===== config.mk =====
export PLATFORM = sky130hd
export DESIGN_NAME = crc_frame_serializer
export DESIGN_NICKNAME = d
export VERILOG_FILES = /design/src/rtl/crc_frame_serializer.sv
export SDC_FILE = /design/constraint.sdc
export NUM_CORES = 1
export LEC_CHECK = 0
export CORE_MARGIN = 2
export CORE_UTILIZATION = 45
export DETAILED_ROUTE_END_ITERATION = 12
export PLACE_DENSITY_LB_ADDON = 0.05
export SLEW_MARGIN = 20
export SYNTH_ARGS = -nofsm -noshare
export SYNTH_HDL_FRONTEND = slang
export SYNTH_SLANG_ARGS = --single-unit

===== constraint.sdc =====
create_clock -name clk -period 2.56 [get_ports clk]
set_input_delay 0.256 -clock clk [delete_from_list [all_inputs] [get_ports clk]]
set_output_delay 0.256 -clock clk [all_outputs]
set_load 0.02 [all_outputs]

===== src/rtl/crc_frame_serializer.sv =====
// Buffers whole payload frames in a small FIFO and shifts each one LSB-first into a
// serial CRC generator, then idles long enough for the checksum to come out.
module crc_frame_serializer #(
  parameter int DATA_WIDTH = 8,
  parameter int CRC_WIDTH  = 8,
  parameter int FIFO_DEPTH = 4
) (
  input  logic                  clk,
  input  logic                  rst,
  input  logic [DATA_WIDTH-1:0] in_data,
  input  logic                  in_valid,
  input  logic                  in_last,
  output logic                  in_ready,
  output logic                  ser_data,
  output logic                  ser_active,
  output logic                  busy,
  output logic                  frame_done,
  output logic                  frame_err
);

  localparam int PW = (FIFO_DEPTH > 1) ? $clog2(FIFO_DEPTH) : 1;
  localparam int CW = PW + 1;
  localparam int BW = (DATA_WIDTH > 1) ? $clog2(DATA_WIDTH) : 1;
  localparam int GW = $clog2(CRC_WIDTH + 2);
  localparam logic [CW-1:0] DEPTH_C  = CW'(FIFO_DEPTH);
  localparam logic [BW-1:0] LAST_BIT = BW'(DATA_WIDTH - 1);
  localparam logic [GW-1:0] GAP_END  = GW'(CRC_WIDTH - 1);

  // Handshake: a word transfers on a rising clk edge where in_valid && in_ready;
  // in_ready never depends on in_valid, and in_data/in_last are held while in_valid waits.

  typedef enum logic [1:0] {IDLE, SHIFT, GAP, FLUSH} state_t;
  state_t state;

  logic [DATA_WIDTH:0]   mem [FIFO_DEPTH];
  logic [PW-1:0]         wr_ptr;
  logic [PW-1:0]         rd_ptr;
  logic [CW-1:0]         count;
  logic [CW-1:0]         pending;
  logic [DATA_WIDTH-1:0] shreg;
  logic [BW-1:0]         bit_cnt;
  logic [GW-1:0]         gap_cnt;
  logic                  cur_last;

  logic                  full;
  logic                  push;
  logic                  pop;
  logic                  pop_idle;
  logic                  word_end;
  logic                  pend_inc;
  logic                  pend_dec;
  logic [DATA_WIDTH-1:0] head_data;
  logic                  head_last;

  assign full      = (count == DEPTH_C);
  assign in_ready  = !full && (state != FLUSH);
  assign push      = in_valid && in_ready;
  assign head_data = mem[rd_ptr][DATA_WIDTH-1:0];
  assign head_last = mem[rd_ptr][DATA_WIDTH];
  assign pop_idle  = (state == IDLE) && (pending != '0);
  assign word_end  = (state == SHIFT) && (bit_cnt == LAST_BIT);
  assign pop       = pop_idle || (word_end && !cur_last);
  assign pend_inc  = push && in_last;
  assign pend_dec  = word_end && cur_last;
  assign busy      = (state != IDLE);

  always_ff @(posedge clk) begin
    if (push) mem[wr_ptr] <= {in_last, in_data};
  end

  always_ff @(posedge clk or posedge rst) begin
    if (rst) begin
      wr_ptr <= '0;
      rd_ptr <= '0;
      count  <= '0;
    end else if (state == FLUSH) begin
      wr_ptr <= '0;
      rd_ptr <= '0;
      count  <= '0;
    end else begin
      if (push) wr_ptr <= wr_ptr + 1'b1;
      if (pop)  rd_ptr <= rd_ptr + 1'b1;
      case ({push, pop})
        2'b10:   count <= count + 1'b1;
        2'b01:   count <= count - 1'b1;
        default: count <= count;
      endcase
    end
  end

  // Complete frames held in the FIFO; a frame leaving and one arriving cancel out.
  always_ff @(posedge clk or posedge rst) begin
    if (rst) begin
      pending <= '0;
    end else if (pend_inc && !pend_dec) begin
      pending <= pending + 1'b1;
    end else if (pend_dec && !pend_inc) begin
      pending <= pending - 1'b1;
    end
  end

  always_ff @(posedge clk or posedge rst) begin
    if (rst) begin
      state      <= IDLE;
      shreg      <= '0;
      bit_cnt    <= '0;
      gap_cnt    <= '0;
      cur_last   <= 1'b0;
      ser_data   <= 1'b0;
      ser_active <= 1'b0;
      frame_done <= 1'b0;
      frame_err  <= 1'b0;
    end else begin
      frame_done <= 1'b0;
      frame_err  <= 1'b0;
      case (state)
        IDLE: begin
          if (pop_idle) begin
            shreg      <= head_data >> 1;
            ser_data   <= head_data[0];
            ser_active <= 1'b1;
            cur_last   <= head_last;
            bit_cnt    <= '0;
            state      <= SHIFT;
          end else if (full) begin
            // Full with no terminated frame: the frame can never fit, drop it.
            frame_err <= 1'b1;
            state     <= FLUSH;
          end
        end
        SHIFT: begin
          if (bit_cnt == LAST_BIT) begin
            if (!cur_last) begin
              shreg    <= head_data >> 1;
              ser_data <= head_data[0];
              cur_last <= head_last;
              bit_cnt  <= '0;
            end else begin
              ser_data   <= 1'b0;
              ser_active <= 1'b0;
              gap_cnt    <= '0;
              state      <= GAP;
            end
          end else begin
            ser_data <= shreg[0];
            shreg    <= shreg >> 1;
            bit_cnt  <= bit_cnt + 1'b1;
          end
        end
        GAP: begin
          // The cycle spent in IDLE after this completes the CRC_WIDTH+1 quiet cycles.
          if (gap_cnt == GAP_END) begin
            frame_done <= 1'b1;
            state      <= IDLE;
          end else begin
            gap_cnt <= gap_cnt + 1'b1;
          end
        end
        FLUSH: begin
          state <= IDLE;
        end
        default: begin
          state <= IDLE;
        end
      endcase
    end
  end

endmodule

==> results.json, run 1 <==
{
  "netSwitchingPower_uw": 1480,
  "buffer_cell_driving_the_clock_tree_root": "clkbuf_8",
  "worst_ep_arrival_time_ns": 2.60,
  "grt_setup_unrepaired": "false",
  "seq_power_share_pct": 43.1,
  "synth.yosys.warnings": 0,
  "totalNegativeSetupSlack_ns": 0,
  "area_taken_by_flip_flops_and_latches_mm2": 0.00186,
  "synthDominantCellAreaShare_pct": 35.1,
  "multiInputGateArea_mm2": 0.00113,
  "report.final.hold_viol_count": 0,
  "path_max_fanout": 11,
  "final_layout_size_suffix_gt1_share_pct": 16.9,
  "post-synth-top-area-cell": "edfxtp_1",
  "clock-sinks": 67,
  "holdWs_ns": 0.292,
  "wirelength_um": 5820,
  "chipHeight_um": 86.7,
  "dr.first_iter.drc_count": 127,
  "drc_violation_count_after_routing": 0,
  "antennaDiodeCount": 0,
  "design.portCount": 18,
  "post_route_total_power_uw": 4070,
  "clk-insertion-delay-late_ns": 0.35,
  "critical_path_required_ns": 2.80,
  "timing.final.crit_share_pct": 92.2,
  "fin_nets": 271,
  "worstMarginPinSlew_ns": 0.684,
  "fin_crit_period_ns": 2.36,
  "final_max_slew_viol_count": 0,
  "synthesis.area_per_instance_um2": 13.7,
  "fp.coreArea_mm2": 0.00672,
  "ctsHoldBuffers": 0,
  "number_of_failing_setup_endpoints_in_the_final_timing_report": 0,
  "share_comb_of_total_power_pct": 37.4,
  "tritoncts": "done",
  "place.detailed.instances": 318,
  "cts_setup_buffers": 0,
  "drt_first_pass_iters": 4,
  "startpoint_type": "register",
  "drtAntennaViolNets": 0,
  "postSynthRegisterBits": 67,
  "dp.final_hpwl_um": 3980,
  "ys_async_sr_fraction_pct": 46.3,
  "max-clock-path-buffers": 2,
  "number_of_buffers_added_by_the_clock_tree_synthesis_step": 9,
  "post_synth_num_cell_types": 46,
  "antenna_found_initial": 0,
  "critical_path.endpoint_type": "register",
  "power.leakage_uw": 0.00140,
  "max_freq_mhz": 424,
  "cts.repair.resized": 0,
  "maxCapViolations": 0,
  "routed_wire_length_per_instance_um": 17.4,
  "mappedNetlistNets": 246,
  "grt_first_pass_wirelength_um": 9840,
  "route.detailed.vias_per_inst": 5.50,
  "clockPowerShare_pct": 19.5,
  "seq_total_area_yosys_pct": 60.3,
  "cts.clk_slew.worst_paths_ns": 0.08,
  "yosysMostFrequentCell": "edfxtp_1",
  "die_w_um": 86.7,
  "area_delta_synth_final_pct": 15.0,
  "holdCritPathClass": "primary input to async pin",
  "ys_top_cells_by_area": "edfxtp_1 35%, dfrtp_1 25%, mux4_2 6.6%, ha_1 3.3%, mux2i_1 2.6%",
  "initial_utilization_pct": 45.8,
  "grt.total_usage_pct": 17.8,
  "outcome": "finished clean",
  "place_congestion": 0.824,
  "irDropWorstVdd_v": 0.000475,
  "first_global_vias": 1996,
  "reg2reg_depth": 7,
  "synth.cell_area_mm2": 0.00308,
  "dominantRegCellSynth": "edfxtp_1",
  "post_synth_most_frequent_cells": "36 x edfxtp_1, 31 x dfrtp_1, 17 x nand2_1",
  "htreeDepth": 3,
  "sw_frac_of_total_pct": 36.4,
  "worst_slew_margin_rel_pct": 54.4,
  "layout.filler_cells": 559,
  "synth_edf_count": 36,
  "largest_net_degree_at_the_start_of_global_routing": 32,
  "grt_overflow": 0,
  "p_per_area_mw_per_mm2": 1150,
  "vias": 1837,
  "design.die.area_mm2": 0.00751,
  "final_cells": 334,
  "fin_worst_skew_ns": 0.00714,
  "intPower_uw": 2590,
  "rows": 30,
  "path_class": "register to register",
  "port-buffer-count": 17,
  "syn_inst": 224
}
==> layer usage <==
layer	track usage, %	share of wire, %
met2	26.8	48
met5	0	0
met3	5.24	3.3
met4	7.81	1.5
met1	24.2	47
==> sequential cells by signal (all words and copies together), names as in the netlist <==
name and count:
mem 36, shreg 7, gap_cnt 4, bit_cnt 3, count 3, pending 3, rd_ptr 2, state 2
wr_ptr 2, cur_last 1, frame_done 1, frame_err 1, ser_active 1, ser_data 1
==> worst max-delay path: stages, from the launching register on <==
cell	delay [ns]
dfrtp_1	0.43
or3b_1	0.42
and2_4	0.22
and3_1	0.20
ha_1	0.23
inv_1	0.08
fa_1	0.41
mux2_2	0.27
==> metrics by stage <==
stage | utilization, % | setup slack (ns) | area, µm²
3_3_place_gp | 50.0 | 0.324 | 3360
2_1_floorplan | - | 0.162 | 3080
5_1_grt | 52.6 | 0.121 | 3540
3_5_place_dp | 50.0 | 0.208 | 3360
6_report | 52.6 | 0.199 | 3540
4_1_cts | 52.6 | 0.188 | 3540
==> cells by family after synthesis <==
logic type	Yosys count	synth area share, %
AOI/OAI and AO/OA	38	8.05
buffers and inverters	19	2.85
DFF	67	60.3
adders and majority gates	10	4.55
muxes	20	10.3
and+or+nand+nor	64	12.2
xor gates and xnor gates	6	1.71
==> area by class of cell <==
type	count	area share, %
inverter	5	0.531
clock inverter	7	1.49
tap	80	2.83
sequential	67	52.5
multi-input combinational	138	32.0
timing repair buffer	28	7.15
clock buffer	9	3.50
==> final timing paths <==
check / endpoint / start / slack, ns
min in group clk: shreg[4]$_DFFE_PP0P_ / shreg[4]$_DFFE_PP0P_ / 0.49
max reg2reg: pending[1]$_DFFE_PP0P_ / count[0]$_DFFE_PP0P_ / 0.20
min reg2reg: shreg[4]$_DFFE_PP0P_ / shreg[4]$_DFFE_PP0P_ / 0.49
max in group asynchronous: rd_ptr[1]$_DFFE_PP0P_ / rst / 1.97
min: shreg[1]$_DFFE_PP0P_ / rst / 0.29
max: pending[1]$_DFFE_PP0P_ / count[0]$_DFFE_PP0P_ / 0.20
==> power by group through the flow <==
stage	combinational [µW]	clock [µW]	sequential, µW
after floorplan	1220	0	1640
after global placement	1490	0	1760
after detailed placement	1540	0	1780
after CTS	1550	811	1760
after global routing	1720	860	1810
final	1520	791	1750
==> cell usage in the layout, fill, tap and decap left out, types with 3 or more instances in the layout <==
cell type / n
edfxtp_1: 36
dfrtp_1: 31
nand2_1: 17
clkdlybuf4s50_1: 17
o21ai_0: 12
a21oi_1: 11
buf_4: 11
nor2_1: 9
mux4_2: 9
clkbuf_8: 9
mux2i_1: 8
ha_1: 8
and3_1: 7
nand3b_1: 5
inv_1: 5
xnor2_1: 4
nand2b_1: 4
o31ai_1: 3
nand4_1: 3
(Power assumes the default switching activity.)
==> inputs of run 2 (changes only) <==
- REMOVE_ABC_BUFFERS: not set -> 1
==> results.json, run 2 (synthesis results as in run 1) <==
{
  "crit-reg2reg-launch": "count[0]$_DFFE_PP0P_",
  "totalNegativeSetupSlack_ns": 0,
  "power.leakage_uw": 0.00140,
  "reg2reg_setup_slack_ns": 0.26,
  "wirelength_um": 5820,
  "cts.repair.resized": 0,
  "final_max_slew_viol_count": 0,
  "worst_ep_arrival_time_ns": 2.54,
  "maxCapViolations": 0,
  "critical_path.reg2reg.endpoint": "pending[1]$_DFFE_PP0P_",
  "largest_reg_flops": 36,
  "drt_first_pass_iters": 4,
  "critical_path.endpoint_type": "register",
  "tritoncts": "done",
  "max_freq_mhz": 434,
  "htreeDepth": 3,
  "worstMarginPinSlew_ns": 0.520,
  "buffer_cell_driving_the_clock_tree_root": "clkbuf_8",
  "seq_power_share_pct": 41.1,
  "reg2reg_depth": 7,
  "post_route_total_power_uw": 4210,
  "place.detailed.instances": 318,
  "startpoint_type": "register",
  "fin_nets": 271,
  "dr.first_iter.drc_count": 130,
  "final_layout_size_suffix_gt1_share_pct": 16.9,
  "final_common_cell": "edfxtp_1",
  "grt_setup_unrepaired": "false",
  "largest_net_degree_at_the_start_of_global_routing": 28,
  "ctsHoldBuffers": 0,
  "p_per_area_mw_per_mm2": 1180,
  "critical_path_required_ns": 2.80,
  "die_w_um": 86.7,
  "number_of_buffers_added_by_the_clock_tree_synthesis_step": 9,
  "dp.final_hpwl_um": 4000,
  "largestRegisters": "mem: 36 flops, shreg: 7 flops, gap_cnt: 4 flops",
  "grt.total_usage_pct": 17.2,
  "drtAntennaViolNets": 0,
  "first_global_vias": 1902,
  "irDropWorstVdd_v": 0.000547,
  "route.detailed.vias_per_inst": 5.63,
  "timing.final.crit_share_pct": 89.9,
  "port-buffer-count": 17,
  "sw_frac_of_total_pct": 35.7,
  "share_comb_of_total_power_pct": 37.2,
  "clk-insertion-delay-late_ns": 0.34,
  "number_of_failing_setup_endpoints_in_the_final_timing_report": 0,
  "antennaDiodeCount": 0,
  "area_delta_synth_final_pct": 15.9,
  "path_max_fanout": 11,
  "max-clock-path-buffers": 2,
  "worst_slew_margin_rel_pct": 65.3,
  "clock-sinks": 67,
  "vias": 1879,
  "fin_worst_skew_ns": 0.00637,
  "max_flop_register": "mem",
  "grt_first_pass_wirelength_um": 9570,
  "path_class": "register to register",
  "cts_setup_buffers": 0,
  "grt_overflow": 0,
  "design.die.area_mm2": 0.00751,
  "routed_wire_length_per_instance_um": 17.4,
  "clockPowerShare_pct": 21.7,
  "outcome": "finished clean",
  "netSwitchingPower_uw": 1500,
  "holdCritPathClass": "primary input to async pin",
  "antenna_found_initial": 0,
  "chipHeight_um": 86.7,
  "initial_utilization_pct": 45.8,
  "place_congestion": 0.784,
  "report.final.hold_viol_count": 0,
  "fp.coreArea_mm2": 0.00672,
  "final_cells": 334,
  "cts.clk_slew.worst_paths_ns": 0.08,
  "drc_violation_count_after_routing": 0,
  "layout_common_cells": "36 x edfxtp_1, 31 x dfrtp_1, 17 x nand2_1, 17 x clkdlybuf4s50_1, 12 x o21ai_0",
  "rows": 30,
  "design.portCount": 18,
  "fin_crit_period_ns": 2.30,
  "intPower_uw": 2700
}
[run 2: cell count changes in the layout (fill, tap and decap cells not counted)]
cell	before	now
clkinv_2	2	0
clkinv_4	2	0
bufinv_16	0	1
clkinvlp_4	1	2
inv_6	2	3
inv_8	0	1
[run 2: final cells by class]
class                      instances  area (µm²)
clock buffer                       9         124
fill                             569        3150
timing repair buffer              28         253
inverter                           5        18.8
sequential                        67        1860
tap                               80         100
multi-input combinational        138        1130
clock inverter                     7        82.6
[run 2: critical path, stage by stage (launching register included)]
cell     delay [ns]
dfrtp_1        0.42
or3b_1         0.42
and2_4         0.22
and3_1         0.19
ha_1           0.21
inv_1          0.07
fa_1           0.40
mux2_2         0.26
[run 2: worst max path at each step]
stage	from	slack [ns]	cells after the start	to
floorplan	count[0]$_DFFE_PP0P_	0.27	7	pending[1]$_DFFE_PP0P_
global placement	count[0]$_DFFE_PP0P_	0.32	7	pending[1]$_DFFE_PP0P_
detailed placement	count[0]$_DFFE_PP0P_	0.25	7	pending[1]$_DFFE_PP0P_
CTS	count[0]$_DFFE_PP0P_	0.24	4	in_ready
global route	bit_cnt[0]$_DFFE_PP0P_	0.11	9	count[1]$_DFFE_PP0P_
finish	count[0]$_DFFE_PP0P_	0.26	7	pending[1]$_DFFE_PP0P_
[run 2: per-stage QoR]
stage / area [µm²] / hold slack, ns / setup WS, ns / util (%)
global route: 3570 / 0.0946 / 0.106 / 53.1
floorplan: 3010 / 0.355 / 0.274 / -
detailed placement: 3360 / 0.459 / 0.248 / 50.0
global placement: 3360 / 0.457 / 0.322 / 50.0
CTS: 3570 / 0.0862 / 0.245 / 53.1
finish: 3570 / 0.0952 / 0.257 / 53.1
[run 2: power groups by stage]
stage | Clock [µW] | Combinational (µW) | Sequential [µW]
2_1_floorplan | 0 | 1040 | 1750
3_3_place_gp | 0 | 1520 | 1730
3_5_place_dp | 0 | 1580 | 1760
4_1_cts | 943 | 1590 | 1730
5_1_grt | 987 | 1750 | 1770
6_report | 913 | 1560 | 1730
[run 2: metal layers]
metal  vias up  track usage [%]  part of all wire, %
li1        886                -                    -
met1       951             23.4                   48
met2        33             26.7                   48
met3         9             3.71                  2.7
met4         0             7.67                  1.4
met5         -                0                    0
==> inputs of run 3 (changes only) <==
- CAP_MARGIN: not set -> 10
- CTS_CLUSTER_SIZE: not set -> 30
==> results of run 3 <==
Final layout, timing and power as in run 2 (identical DEF).
